[src/rtl/cpu_pkg.sv]
// Shared definitions for the CPU sequencer: opcodes, IR field positions and
// the sequencer state encoding.
package cpu_pkg;

  localparam logic [4:0] OP_MOVSGPR = 5'd0;
  localparam logic [4:0] OP_MOV     = 5'd1;
  localparam logic [4:0] OP_ADD     = 5'd2;
  localparam logic [4:0] OP_SUB     = 5'd3;
  localparam logic [4:0] OP_MUL     = 5'd4;
  localparam logic [4:0] OP_HALT    = 5'b11111;

  localparam int OPER_TYPE_HI = 31;
  localparam int OPER_TYPE_LO = 27;
  localparam int RDST_HI      = 26;
  localparam int RDST_LO      = 22;
  localparam int RSRC1_HI     = 21;
  localparam int RSRC1_LO     = 17;
  localparam int IMM_MODE_BIT = 16;
  localparam int RSRC2_HI     = 15;
  localparam int RSRC2_LO     = 11;
  localparam int ISRC_HI      = 15;
  localparam int ISRC_LO      = 0;

  localparam logic [2:0] ST_IDLE    = 3'd0;
  localparam logic [2:0] ST_FETCH   = 3'd1;
  localparam logic [2:0] ST_LATCH   = 3'd2;
  localparam logic [2:0] ST_DECODE  = 3'd3;
  localparam logic [2:0] ST_EXEC    = 3'd4;
  localparam logic [2:0] ST_MULWAIT = 3'd5;
  localparam logic [2:0] ST_RETIRE  = 3'd6;
  localparam logic [2:0] ST_HALTED  = 3'd7;

  typedef enum logic [2:0] {
    S_IDLE    = ST_IDLE,
    S_FETCH   = ST_FETCH,
    S_LATCH   = ST_LATCH,
    S_DECODE  = ST_DECODE,
    S_EXEC    = ST_EXEC,
    S_MULWAIT = ST_MULWAIT,
    S_RETIRE  = ST_RETIRE,
    S_HALTED  = ST_HALTED
  } seq_state_t;

  function automatic logic [4:0] oper_type(input logic [31:0] instr);
    return instr[OPER_TYPE_HI:OPER_TYPE_LO];
  endfunction

  // Opcodes the datapath can execute; everything else either halts or is illegal.
  function automatic logic is_exec_op(input logic [4:0] op);
    return op <= OP_MUL;
  endfunction

endpackage

[src/rtl/cpu_seq_ctrl.sv]
// Instruction sequencer: fetch/latch/decode/execute/retire FSM with mul wait
// states, run/step/halt control and a saturating retired-instruction counter.
module cpu_seq_ctrl
  import cpu_pkg::*;
#(
  parameter int ADDR_W  = 8,
  parameter int MUL_LAT = 3,
  parameter int CNT_W   = 16
) (
  input  logic              clk,
  input  logic              sys_rst_n,
  input  logic              run,
  input  logic              step,
  input  logic              halt_req,
  output logic              imem_rd_en,
  output logic [ADDR_W-1:0] imem_addr,
  input  logic [31:0]       imem_rdata,
  output logic [31:0]       ir,
  output logic              exec_valid,
  output logic [ADDR_W-1:0] pc,
  output logic              busy,
  output logic              halted,
  output logic              illegal_op,
  output logic [CNT_W-1:0]  retired
);

  localparam int WCNT_W = (MUL_LAT > 1) ? $clog2(MUL_LAT) : 1;

  seq_state_t        state, state_nxt;
  logic              step_mode;
  logic [WCNT_W-1:0] wait_cnt;
  logic [4:0]        op;
  logic              is_mul;

  function automatic logic [CNT_W-1:0] sat_inc(input logic [CNT_W-1:0] v);
    return (&v) ? v : v + 1'b1;
  endfunction

  assign op        = oper_type(ir);
  assign is_mul    = (op == OP_MUL) && (MUL_LAT > 0);
  assign imem_addr = pc;
  assign busy      = (state != S_IDLE) && (state != S_HALTED);
  assign halted    = (state == S_HALTED);

  always_comb begin
    state_nxt  = state;
    imem_rd_en = 1'b0;
    exec_valid = 1'b0;
    case (state)
      S_IDLE:    if (run || step) state_nxt = S_FETCH;
      S_FETCH: begin
        imem_rd_en = 1'b1;
        state_nxt  = S_LATCH;
      end
      S_LATCH:   state_nxt = S_DECODE;
      S_DECODE:  state_nxt = is_exec_op(op) ? S_EXEC : S_HALTED;
      S_EXEC: begin
        exec_valid = 1'b1;
        state_nxt  = is_mul ? S_MULWAIT : S_RETIRE;
      end
      S_MULWAIT: if (wait_cnt == '0) state_nxt = S_RETIRE;
      S_RETIRE: begin
        if (halt_req)              state_nxt = S_HALTED;
        else if (step_mode || !run) state_nxt = S_IDLE;
        else                       state_nxt = S_FETCH;
      end
      S_HALTED:  state_nxt = S_HALTED;
      default:   state_nxt = S_IDLE;
    endcase
  end

  always_ff @(posedge clk or negedge sys_rst_n) begin
    if (!sys_rst_n) begin
      state      <= S_IDLE;
      step_mode  <= 1'b0;
      wait_cnt   <= '0;
      pc         <= '0;
      ir         <= '0;
      retired    <= '0;
      illegal_op <= 1'b0;
    end else begin
      state <= state_nxt;
      case (state)
        S_IDLE:    if (run || step) step_mode <= step & ~run;
        S_LATCH:   ir <= imem_rdata;
        S_DECODE: begin
          // HALT counts as a retired instruction; an undefined opcode does not.
          if (op == OP_HALT)       retired    <= sat_inc(retired);
          else if (!is_exec_op(op)) illegal_op <= 1'b1;
        end
        S_EXEC:    if (is_mul) wait_cnt <= WCNT_W'(MUL_LAT - 1);
        S_MULWAIT: if (wait_cnt != '0) wait_cnt <= wait_cnt - 1'b1;
        S_RETIRE: begin
          pc      <= pc + 1'b1;
          retired <= sat_inc(retired);
        end
        default: ;
      endcase
    end
  end

endmodule

[config.mk]
export PLATFORM = sky130hd
export DESIGN_NAME = cpu_seq_ctrl
export DESIGN_NICKNAME = d
export VERILOG_FILES = /design/src/rtl/cpu_pkg.sv /design/src/rtl/cpu_seq_ctrl.sv
export SDC_FILE = /design/constraint.sdc
export NUM_CORES = 1
export LEC_CHECK = 0
export CAP_MARGIN = 10
export CELL_PAD_IN_SITES_DETAIL_PLACEMENT = 1
export CELL_PAD_IN_SITES_GLOBAL_PLACEMENT = 1
export CORE_ASPECT_RATIO = 1.5
export CORE_UTILIZATION = 34
export CTS_BUF_LIST = sky130_fd_sc_hd__clkbuf_16
export DETAILED_ROUTE_END_ITERATION = 10
export PLACE_DENSITY = 0.86
export SKIP_LAST_GASP = 1
export SLEW_MARGIN = 15
export SYNTH_ARGS = -nofsm -noshare
export SYNTH_HDL_FRONTEND = slang
export SYNTH_SLANG_ARGS = --single-unit
[constraint.sdc]
create_clock -name clk -period 2.5 [get_ports clk]
set_clock_uncertainty 0.1 [all_clocks]
set_input_delay 0.75 -clock clk [delete_from_list [all_inputs] [get_ports clk]]
set_output_delay 0.75 -clock clk [all_outputs]
set_load 0.02 [all_outputs]
==> impl_metrics.tcl <==
set metrics [dict create \
    placed_area_um2 3940 \
    finalSetupViolCount 0 \
    ys_types 36 \
    power_switching_mw 0.430 \
    grt_pass1_vias 2290 \
    first_pass_iters 4 \
    crit_fanout 10 \
    synthArstFlopShare_pct 100 \
    grt_max_degree 35 \
    rsz0062_at_grt "false" \
    hold_class "primary input to async pin" \
    synth-seq-cells 63 \
    antenna_found_initial 0 \
    final_max_slew_viol_count 0 \
    htreeDepth 3 \
    path_class "register to output pin" \
    report.power.total_mw 2.14 \
    gp_congestion 0.739 \
    via_per_inst 4.90 \
    cp_slowest_cell "clkdlybuf4s50_1" \
    grt_usage_pct 17.9 \
    crit_chain "and3_1 > clkdlybuf4s50_1" \
    gr-total-overflow 0 \
    fp.dieW_um 76.1 \
    pwr-share-seq_pct 47.7 \
    synth_nets 262 \
    synth-edff-count 0 \
    initial_core_util_pct 35.0 \
    setup_ws_ns 0.0599 \
    power.internal_mw 1.71 \
    drt-wirelength-per-cell_um 16.2 \
    ir_worst_vdd_v 0.000393 \
    cp-start-kind "register" \
    num_antenna_cells 0 \
    syn_area_per_cell_um2 12.6 \
    synth_seq_area_share_pct 56.3 \
    dp_slack_ns 0.163 \
    post_cts.repair.setup_buffers 0 \
    post-route-drc-count 0 \
    clkPwrFrac_pct 48.6 \
    cts_tree "built" \
    swShare_pct 20.0 \
    slew_headroom_pct 61.3 \
    period_minus_slack_ns 2.44 \
    die_area_um2 8610 \
    grt_pass1_wl_um 11700 \
    crit_path_end_kind "output pin" \
    synth_cells 222 \
    power.leakage_nw 1.91 \
    root_buffer "clkbuf_16" \
    design_area_um2 4190 \
    outcome "completed" \
    drive_above_1_share_pct 17.7 \
    clk_pin_slew_ns 0.05 \
    die_y_um 113 \
    synth_area_um2 2800 \
    cts_buffers 9 \
    worst_slew_pin_slew_ns 0.575 \
    clock-sinks 63 \
    fin_nets 370 \
    fin_crit_sh_pct 97.6 \
    cts_max_path_buffers 2 \
    vias 2147 \
    slowest_delay_ns 0.61 \
    cts.repair.resized 4 \
    rows 40 \
    yosys.area.top_type "dfrtp_1" \
    routed_wl_um 7100 \
    power_density_nw_per_um2 511 \
    timing_hold_violations_final 0 \
    combPwrFrac_pct 3.8 \
    cp.required_ns 1.65 \
    dominantRegCellSynth "dfrtp_1" \
    synthTopCellsByArea "dfrtp_1 56%, mux2_2 14%, xnor2_1 4.7%" \
    ant_nets 0 \
    tns_ns 0 \
    maxCapViolCount 0 \
    cts_hold_buf 0 \
    synth_top_area_share_pct 56.3 \
    yosysWarnings 0 \
    drt_iter0_markers 90 \
    finish.utilization_pct 52.4 \
    portBuffers 105 \
    dp_hpwl_um 5350 \
    core_area_um2 8010 \
    fmax_mhz 410 \
    clk_latency_ns 0.32 \
    area_delta_synth_final_pct 49.8 \
    critical_path_arrival_ns 1.59 \
    ios 106 \
]
-- stage by stage --
step                      instances  hold slack [ns]
after global placement          424            0.343
final                           438            0.356
after CTS                       438            0.360
after floorplan                 222            0.354
after detailed placement        424            0.360
after global routing            438            0.378
-- layout by cell type, fill, tap and decap left out, types with 2 or more instances in the layout --
cell,n
nand4b_1,2
clkinv_1,2
a21oi_1,3
nor2_1,7
a22oi_1,2
nand2_1,13
dfrtp_2,2
a211oi_1,2
nor4_1,2
dlymetal6s2s_1,2
nor2b_1,2
nor3_2,2
dfrtp_1,61
inv_1,7
a21o_1,2
clkdlybuf4s50_1,101
mux2_2,35
nand4_1,7
and3_1,4
nand3_1,9
nor3_1,4
ha_1,3
xnor2_1,15
xor2_1,6
nand2b_1,3
clkbuf_16,9
o21ai_0,4
mux2i_1,2
buf_4,6
-- power groups by stage --
stage / registers [mW] / clock network (mW) / logic [mW]
3_5_place_dp: 1.04 / 0 / 0.0821
3_3_place_gp: 1.04 / 0 / 0.0804
6_report: 1.02 / 1.04 / 0.0804
5_1_grt: 1.02 / 1.10 / 0.0886
4_1_cts: 1.02 / 1.07 / 0.0827
2_1_floorplan: 1.04 / 0 / 0.00273
-- final timing paths --
path | start | end | slack (ns) | depth (start not counted)
min in group clk | illegal_op | illegal_op | 0.37 | 1
worst max-delay path | state[1] | halted | 0.06 | 2
worst max register to register | state[0] | retired[1] | 0.46 | 5
worst min register to register | illegal_op | illegal_op | 0.37 | 1
worst min-delay path | sys_rst_n | state[2] | 0.36 | 2
max in group asynchronous | sys_rst_n | ir[24] | 1.61 | 2
-- worst max-delay path: cells and delay by family (launching register included) --
kind                   cells  cell delay, ns
buffers and inverters      1            0.61
DFF                        1            0.44
and+or+nand+nor            1            0.21
-- Yosys cell counts, types with 2 or more instances --
cell type and number:
nand2b_1 3, a21o_1 2, nor4_1 2, and3_1 4, nor2b_1 2, nand2_1 13
buf_2 3, xor2_1 6, a211oi_1 2, nor2_1 7, mux2i_1 2, a22oi_1 2
nor3_1 6, mux2_2 35, o21ai_0 4, nand4_1 7, inv_1 5, dfrtp_1 63
ha_1 3, nand3_1 9, clkbuf_1 2, buf_4 9, nand4b_1 2, xnor2_1 15
a21oi_1 3
-- cells by family (layout without fill, tap and decap cells) --
group	after synthesis	in the layout	synth area share [%]
flops	63	63	56.3
simple gates	60	60	11.5
mux	37	37	14.8
xor+xnor	21	21	6.57
compound gates	19	19	5.59
buf+inv	19	130	3.89
fa+ha+maj	3	3	1.34
-- state kept, by name, summed over array words and instances (netlist names) --
register    flops
wait_cnt        2
illegal_op      1
state           3
ir             32
retired        16
imem_addr       8
step_mode       1
-- layer usage --
metal / vias up / part of all wire, % / track usage [%]
li1: 988 / - / -
met1: 1083 / 37 / 18.5
met2: 65 / 57 / 34.3
met3: 11 / 4.0 / 2.98
met4: 0 / 2.2 / 9.23
met5: - / 0 / 0
-- area by class of cell --
type / count / area, um2
multi-input combinational: 140 / 1120
clock inverter: 5 / 20.0
clock buffer: 9 / 225
fill: 859 / 3810
inverter: 5 / 18.8
sequential: 63 / 1580
tap: 105 / 131
timing repair buffer: 111 / 1090
Note: power is estimated with default switching activity, not from simulation.
